**config.mk**
```make
export PLATFORM = sky130hd
export DESIGN_NAME = frame_burst_read_gen
export DESIGN_NICKNAME = d
export VERILOG_FILES = /design/src/rtl/frame_read_pkg.sv /design/src/rtl/burst_credit_cnt.sv /design/src/rtl/frame_burst_read_gen.sv
export SDC_FILE = /design/constraint.sdc
export NUM_CORES = 1
export LEC_CHECK = 0
export ABC_CLOCK_PERIOD_IN_PS = 3000
export CORE_MARGIN = 4
export CORE_UTILIZATION = 55
export CTS_CLUSTER_SIZE = 28
export DETAILED_ROUTE_END_ITERATION = 10
export GPL_ROUTABILITY_DRIVEN = 0
export HOLD_SLACK_MARGIN = 0.08
export PLACE_DENSITY_LB_ADDON = 0.3
export SYNTH_ARGS = -nofsm -noshare
export SYNTH_HDL_FRONTEND = slang
export SYNTH_SLANG_ARGS = --single-unit
```
**constraint.sdc**
```tcl
create_clock -name read_clk -period 3 [get_ports read_clk]
set_clock_uncertainty 0.1 [all_clocks]
set_input_delay 0.6 -clock read_clk [delete_from_list [all_inputs] [get_ports read_clk]]
set_output_delay 0.6 -clock read_clk [all_outputs]
set_load 0.1 [all_outputs]
```
**src/rtl/frame_read_pkg.sv**
```systemverilog
// Shared types and helpers for the frame burst read generator.
package frame_read_pkg;

    // Command FSM states.
    typedef enum logic [1:0] {
        IDLE  = 2'd0,
        ISSUE = 2'd1,
        DRAIN = 2'd2
    } state_t;

    // Ceiling log2, clamped to at least 1 bit so every counter has a width.
    function automatic int clog2(input int value);
        int result;
        result = 0;
        for (int v = value - 1; v > 0; v = v >> 1) begin
            result++;
        end
        return (result < 1) ? 1 : result;
    endfunction

    // The length field carries burst length minus one.
    function automatic int cmd_len_value(input int burst_len);
        return burst_len - 1;
    endfunction

endpackage

```
**src/rtl/burst_credit_cnt.sv**
```systemverilog
// Outstanding-burst counter: +1 per accepted command, -1 per completed burst.
// A completion with nothing outstanding is dropped; the count saturates at MAX_OUT.
module burst_credit_cnt
    import frame_read_pkg::*;
#(
    parameter int MAX_OUT = 4
) (
    input  logic clk,
    input  logic rst_n,
    input  logic inc,
    input  logic dec,
    output logic can_issue,
    output logic empty
);

    localparam int CW = clog2(MAX_OUT + 1);

    logic [CW-1:0] cnt_q;
    logic [CW-1:0] cnt_d;
    logic          dec_eff;

    // Next count; simultaneous accept and completion cancel out.
    always_comb begin
        dec_eff = dec && (cnt_q != '0);
        cnt_d   = cnt_q;
        if (inc && !dec_eff) begin
            if (cnt_q != CW'(MAX_OUT)) begin
                cnt_d = cnt_q + CW'(1);
            end
        end else if (dec_eff && !inc) begin
            cnt_d = cnt_q - CW'(1);
        end
    end

    // Count register.
    always_ff @(posedge clk or negedge rst_n) begin
        if (!rst_n) begin
            cnt_q <= '0;
        end else begin
            cnt_q <= cnt_d;
        end
    end

    assign can_issue = (cnt_q < CW'(MAX_OUT));
    assign empty     = (cnt_q == '0);

endmodule

```
**src/rtl/frame_burst_read_gen.sv**
```systemverilog
// Frame burst read generator: on each read_vs rising edge, walks the frame
// buffer from read_base and issues fixed-length burst read commands.
// Handshake: a command transfers on a cycle where cmd_valid & cmd_ready;
// once cmd_valid rises, cmd_valid and cmd_addr hold until that transfer.
// Optional feature macro: FRAME_ERR_CNT_EN adds the abort_cnt output.
module frame_burst_read_gen
    import frame_read_pkg::*;
#(
    parameter int ADDR_BITS   = 25,
    parameter int BURST_LEN   = 64,
    parameter int LEN_BITS    = 8,
    parameter int LINE_BURSTS = 30,
    parameter int LINES       = 1080,
    parameter int MAX_OUT     = 4
) (
    input  logic                 read_clk,
    input  logic                 read_rst_n,
    input  logic                 enable,
    input  logic                 read_vs,
    input  logic [ADDR_BITS-1:0] read_base,
    output logic                 cmd_valid,
    input  logic                 cmd_ready,
    output logic [ADDR_BITS-1:0] cmd_addr,
    output logic [LEN_BITS-1:0]  cmd_len,
    input  logic                 burst_done,
    output logic                 busy,
    output logic                 frame_done,
    output logic                 frame_abort,
    output logic [1:0]           dbg_state
`ifdef FRAME_ERR_CNT_EN
    ,
    output logic [15:0]          abort_cnt
`endif
);

    localparam int BW = clog2(LINE_BURSTS);
    localparam int LW = clog2(LINES);
    localparam logic [LEN_BITS-1:0] CMD_LEN = LEN_BITS'(cmd_len_value(BURST_LEN));

    state_t                 state_q, state_d;
    logic                   vs_d_q;
    logic                   edge_q, edge_d;
    logic [ADDR_BITS-1:0]   cmd_addr_q, cmd_addr_d;
    logic [ADDR_BITS-1:0]   next_base_q, next_base_d;
    logic [BW-1:0]          burst_cnt_q, burst_cnt_d;
    logic [LW-1:0]          line_cnt_q, line_cnt_d;
    logic                   restart_q, restart_d;
    logic                   frame_done_q, frame_done_d;
    logic                   frame_abort_q, frame_abort_d;
    logic                   can_issue;
    logic                   credit_empty;
    logic                   hs;
    logic                   last_burst;

    burst_credit_cnt #(
        .MAX_OUT (MAX_OUT)
    ) u_credit (
        .clk       (read_clk),
        .rst_n     (read_rst_n),
        .inc       (hs),
        .dec       (burst_done),
        .can_issue (can_issue),
        .empty     (credit_empty)
    );

    // Commands are offered only in ISSUE with a free credit; the count only
    // rises on an accept, so an offered command cannot be withdrawn.
    assign cmd_valid  = (state_q == ISSUE) && can_issue;
    assign hs         = cmd_valid && cmd_ready;
    assign last_burst = hs && (burst_cnt_q == BW'(LINE_BURSTS - 1))
                           && (line_cnt_q == LW'(LINES - 1));

    // Next-state, address walk, counters and status pulses.
    always_comb begin
        state_d       = state_q;
        edge_d        = read_vs && !vs_d_q;
        cmd_addr_d    = cmd_addr_q;
        next_base_d   = next_base_q;
        burst_cnt_d   = burst_cnt_q;
        line_cnt_d    = line_cnt_q;
        restart_d     = restart_q;
        frame_done_d  = 1'b0;
        frame_abort_d = 1'b0;
        case (state_q)
            IDLE: begin
                if (edge_q && enable) begin
                    cmd_addr_d  = read_base;
                    burst_cnt_d = '0;
                    line_cnt_d  = '0;
                    state_d     = ISSUE;
                end
            end
            ISSUE: begin
                if (hs) begin
                    cmd_addr_d = cmd_addr_q + ADDR_BITS'(BURST_LEN);
                    if (burst_cnt_q == BW'(LINE_BURSTS - 1)) begin
                        burst_cnt_d = '0;
                        line_cnt_d  = line_cnt_q + LW'(1);
                    end else begin
                        burst_cnt_d = burst_cnt_q + BW'(1);
                    end
                end
                if (edge_q) begin
                    next_base_d = read_base;
                    restart_d   = 1'b1;
                end
                // A pending command at restart still goes out before draining.
                if (last_burst || ((edge_q || restart_q) && (!cmd_valid || hs))) begin
                    state_d = DRAIN;
                end
            end
            DRAIN: begin
                if (edge_q) begin
                    next_base_d = read_base;
                    restart_d   = 1'b1;
                end
                if (credit_empty) begin
                    burst_cnt_d = '0;
                    line_cnt_d  = '0;
                    restart_d   = 1'b0;
                    if (restart_q) begin
                        frame_abort_d = 1'b1;
                        cmd_addr_d    = edge_q ? read_base : next_base_q;
                        state_d       = ISSUE;
                    end else begin
                        frame_done_d = 1'b1;
                        // A sync landing on the completion cycle starts the next frame.
                        if (edge_q && enable) begin
                            cmd_addr_d = read_base;
                            state_d    = ISSUE;
                        end else begin
                            state_d = IDLE;
                        end
                    end
                end
            end
            default: begin
                state_d = IDLE;
            end
        endcase
    end

    // State and datapath registers.
    always_ff @(posedge read_clk or negedge read_rst_n) begin
        if (!read_rst_n) begin
            state_q       <= IDLE;
            vs_d_q        <= 1'b0;
            edge_q        <= 1'b0;
            cmd_addr_q    <= '0;
            next_base_q   <= '0;
            burst_cnt_q   <= '0;
            line_cnt_q    <= '0;
            restart_q     <= 1'b0;
            frame_done_q  <= 1'b0;
            frame_abort_q <= 1'b0;
        end else begin
            state_q       <= state_d;
            vs_d_q        <= read_vs;
            edge_q        <= edge_d;
            cmd_addr_q    <= cmd_addr_d;
            next_base_q   <= next_base_d;
            burst_cnt_q   <= burst_cnt_d;
            line_cnt_q    <= line_cnt_d;
            restart_q     <= restart_d;
            frame_done_q  <= frame_done_d;
            frame_abort_q <= frame_abort_d;
        end
    end

    assign cmd_addr    = cmd_addr_q;
    assign cmd_len     = CMD_LEN;
    assign busy        = (state_q != IDLE);
    assign frame_done  = frame_done_q;
    assign frame_abort = frame_abort_q;
    assign dbg_state   = state_q;

`ifdef FRAME_ERR_CNT_EN
    logic [15:0] abort_cnt_q, abort_cnt_d;

    // Saturating count of aborted frames.
    always_comb begin
        abort_cnt_d = abort_cnt_q;
        if (frame_abort_q && (abort_cnt_q != 16'hFFFF)) begin
            abort_cnt_d = abort_cnt_q + 16'd1;
        end
    end

    // Abort counter register.
    always_ff @(posedge read_clk or negedge read_rst_n) begin
        if (!read_rst_n) begin
            abort_cnt_q <= 16'd0;
        end else begin
            abort_cnt_q <= abort_cnt_d;
        end
    end

    assign abort_cnt = abort_cnt_q;
`endif

endmodule
```
==> run_results.csv <==
group,metric,value,unit
status,status,"finished clean",
setup_path,critPathMaxFanout,9,
setup_path,criticalPathCategory,"flip-flop to flip-flop",
clocking,clk_pin_slew,0.09,ns
pwr,power_density,1260,nW/um^2
floorplanning,rows,33,
final_layout,fillers,683,
placement,portBuffers,61,
setup_path,crit_path_start,"u_credit.cnt_q[2]",
pwr,leakage,2.40,nW
placement,dp_cells,671,
synth,yosys.area.top_type,"dfrtp_1",
global_routing,grt_pass1_wl,21500,um
timing,worst-slew-pin-transition,0.867,ns
synth,ys.warnings.count,0,
worst_hold_path,hold_path.class,"primary input to asynchronous set/reset pin",
global_routing,grt_max_degree,43,
timing,slew_headroom,41.6,%
floorplanning,initial_core_util,57.6,%
pwr,power.total,7.11,mW
clocking,cts_resized,0,
timing,rsz0062_at_grt,"false",
placement,hpwl,8980,um
floorplanning,die_w,101,um
synth,synth_edf_count,0,
setup_path,crit_cells,6,
synth,synthArstFlopShare,100,%
setup_path,crit_path_top_delay_cell,"or3_1",
setup_path,crit_family,"simple AND/OR/NAND/NOR gates",
setup_path,required,3.13,ns
floorplanning,io-pin-count,70,
route,first_pass_iters,5,
final_layout,n_antenna_cell,0,
setup_path,cp_slowest_stage_delay,0.58,ns
final_layout,final_cells,687,
clocking,cts_htree_levels,3,
placement,post_dp_cell_area,5440,um^2
route,viasPerCell,6.38,
synth,synth_area_leaders,"dfrtp_1, mux2_2, nand2_1, nor2_1, a21oi_1",
synth,netlist_instances,525,
final_layout,layout-drive-gt1-share,18.0,%
pwr,irDropWorstVdd,1.06,mV
timing,fmaxAchievable,386,MHz
setup_path,rr_endpoint,"u_credit.cnt_q[2]",
timing,setup_tns,0,ns
synth,syn_area,4800,um^2
final_layout,nets,618,
setup_path,endpoint_kind,"flip-flop",
clocking,cts_sinks,76,
floorplanning,die_h,101,um
clocking,hold_buffers,0,
floorplanning,core_area,8340,um^2
clocking,cts_tree,"built",
global_routing,track_usage,25.9,%
global_routing,antenna_found_initial,0,
timing,fin_crit_sh,86.4,%
timing,finalSetupViolCount,0,
route,finalWirelength,12800,um
route,drt_iter0_markers,369,
setup_path,cp-start-kind,"flip-flop",
setup_path,r2r_start,"u_credit.cnt_q[2]",
route,vias,4383,
setup_path,cp_data_arrival_time,2.73,ns
final_layout,post-route-util,67.6,%
floorplanning,die-area,10300,um^2
setup_path,r2r_setup_slack,0.41,ns
timing,min_period,2.59,ns
synth,synthFlopType,"dfrtp_1",
setup_path,path_common_cell,"nand2_1",
synth,synth_top_area_share,39.6,%
synth,synthDistinctLibCells,61,
clocking,cts_setup_buffers,0,
clocking,numCtsBuffers,9,
clocking,cts_max_path_buffers,2,
final_layout,final_cell_area,5640,um^2
clocking,clock_latency,0.35,ns
synth,syn-mean-instance-area,9.14,um^2
route,avgRoutedWirePerCell,18.6,um
clocking,cts-root-buf,"clkbuf_8",
setup_path,crit_end,"u_credit.cnt_q[2]",
synth,synth-seq-cells,76,
timing,drv_slew,0,
route,drc,0,
global_routing,grt_pass1_vias,4223,
final_layout,syn_to_final_growth,17.4,%
global_routing,overflow,0,
synth,ys_seq_area_share,39.6,%
timing,hold_violations,0,
route,drt.antenna.violating_nets,0,
setup_path,path_cells,"or3_1, nand2_1, nand2_1, fa_1, a31o_2, a221o_1",
setup_path,cp_num_buf_inv,0,
flow_run,cap_violations,0,
setup_path,reg2regPathDepth,6,
[cells in the final DEF, fill, tap and decap left out, types with 3 or more instances in the layout]
master	Yosys	routed
nand4b_1	3	3
a22oi_1	3	3
clkdlybuf4s50_1	0	29
o211ai_1	4	4
a221oi_1	3	3
a21oi_1	31	31
o22ai_1	5	5
o32ai_1	4	4
a211oi_1	6	6
and2_1	6	6
clkbuf_8	0	10
ha_1	9	9
mux2i_1	15	15
and3_1	8	8
o31ai_1	4	4
o311ai_0	5	5
o2111ai_1	8	8
or3_1	8	8
nor4_1	5	5
buf_12	0	3
nand2b_1	4	4
xnor2_1	10	10
nand2_1	55	55
nand4_1	15	15
a31oi_1	4	4
a211o_1	4	4
o221ai_1	3	3
conb_1	2	8
inv_1	15	15
a222oi_1	3	3
buf_4	8	45
xor2_1	9	9
dfrtp_1	76	74
nor2_1	44	43
nand3_1	13	13
o21ai_0	30	30
nor3_1	8	8
mux2_2	34	34
[worst min-delay path by stage]
stage          slack, ns               to  cells after the start
2_1_floorplan       0.20   burst_cnt_q[0]                      0
3_3_place_gp        0.29           edge_q                      1
3_5_place_dp        0.29           edge_q                      1
4_1_cts              0.1  next_base_q[18]                      1
5_1_grt             0.12     cmd_addr[19]                      1
6_report            0.09  next_base_q[18]                      1
[Yosys cell counts, drive strengths merged, types with 5 or more instances]
master and count:
buf 17, o21ai 31, or3 8, nand2 55, xor2 9, inv 15
xnor2 10, nor2 44, clkbuf 25, nand4 15, and2 6, nand3 13
nor3 8, mux2 34, and3 8, a211oi 7, ha 9, mux2i 15
a21oi 31, o2111ai 8, dfrtp 76, o311ai 5, o22ai 5, nor4 6
[cell type report]
cell class / instances / area, um^2 / area share (%)
timing repair buffer: 77 / 688 / 12.2
clock buffer: 12 / 145 / 2.58
tap: 105 / 131 / 2.33
inverter: 15 / 56.3 / 0.999
sequential: 76 / 1900 / 33.8
clock inverter: 4 / 48.8 / 0.866
multi-input combinational: 398 / 2660 / 47.2
[sequential cells by signal, summed over array words and instances (netlist names), 2 cells and up]
register / flops
u_credit.cnt_q: 3
cmd_addr: 25
dbg_state: 2
burst_cnt_q: 5
next_base_q: 25
line_cnt_q: 11
[logic make-up (layout without fill, tap and decap cells)]
kind of cell	Yosys count	after routing	synth area share, %
AOI/OAI and AO/OA	133	133	19.1
and+or+nand+nor	179	179	18.3
xor gates and xnor gates	19	19	3.47
other	2	8	0.156
buffers and inverters	57	108	5.47
DFF	76	76	39.6
muxes	49	49	11.1
adders and majority gates	10	10	2.76
[through the flow]
| stage | hold WS, ns | setup slack (ns) |
|---|---|---|
| CTS | 0.0981 | 0.418 |
| floorplan | 0.204 | 0.145 |
| finish | 0.0910 | 0.409 |
| global placement | 0.287 | 0.373 |
| global route | 0.117 | 0.261 |
| detailed placement | 0.289 | 0.327 |
[routing by layer]
metal | track usage [%] | part of all wire (%) | up-vias
li1 | - | - | 2032
met1 | 35.9 | 44 | 2118
met2 | 40.7 | 46 | 203
met3 | 5.65 | 8.6 | 30
met4 | 7.87 | 2.1 | 0
met5 | 0 | 0 | -
[where the power goes]
group          internal [mW]  switching (mW)
clock network          0.407           0.392
registers               1.43           0.452
logic                   1.40            3.03
(Power assumes the default switching activity.)
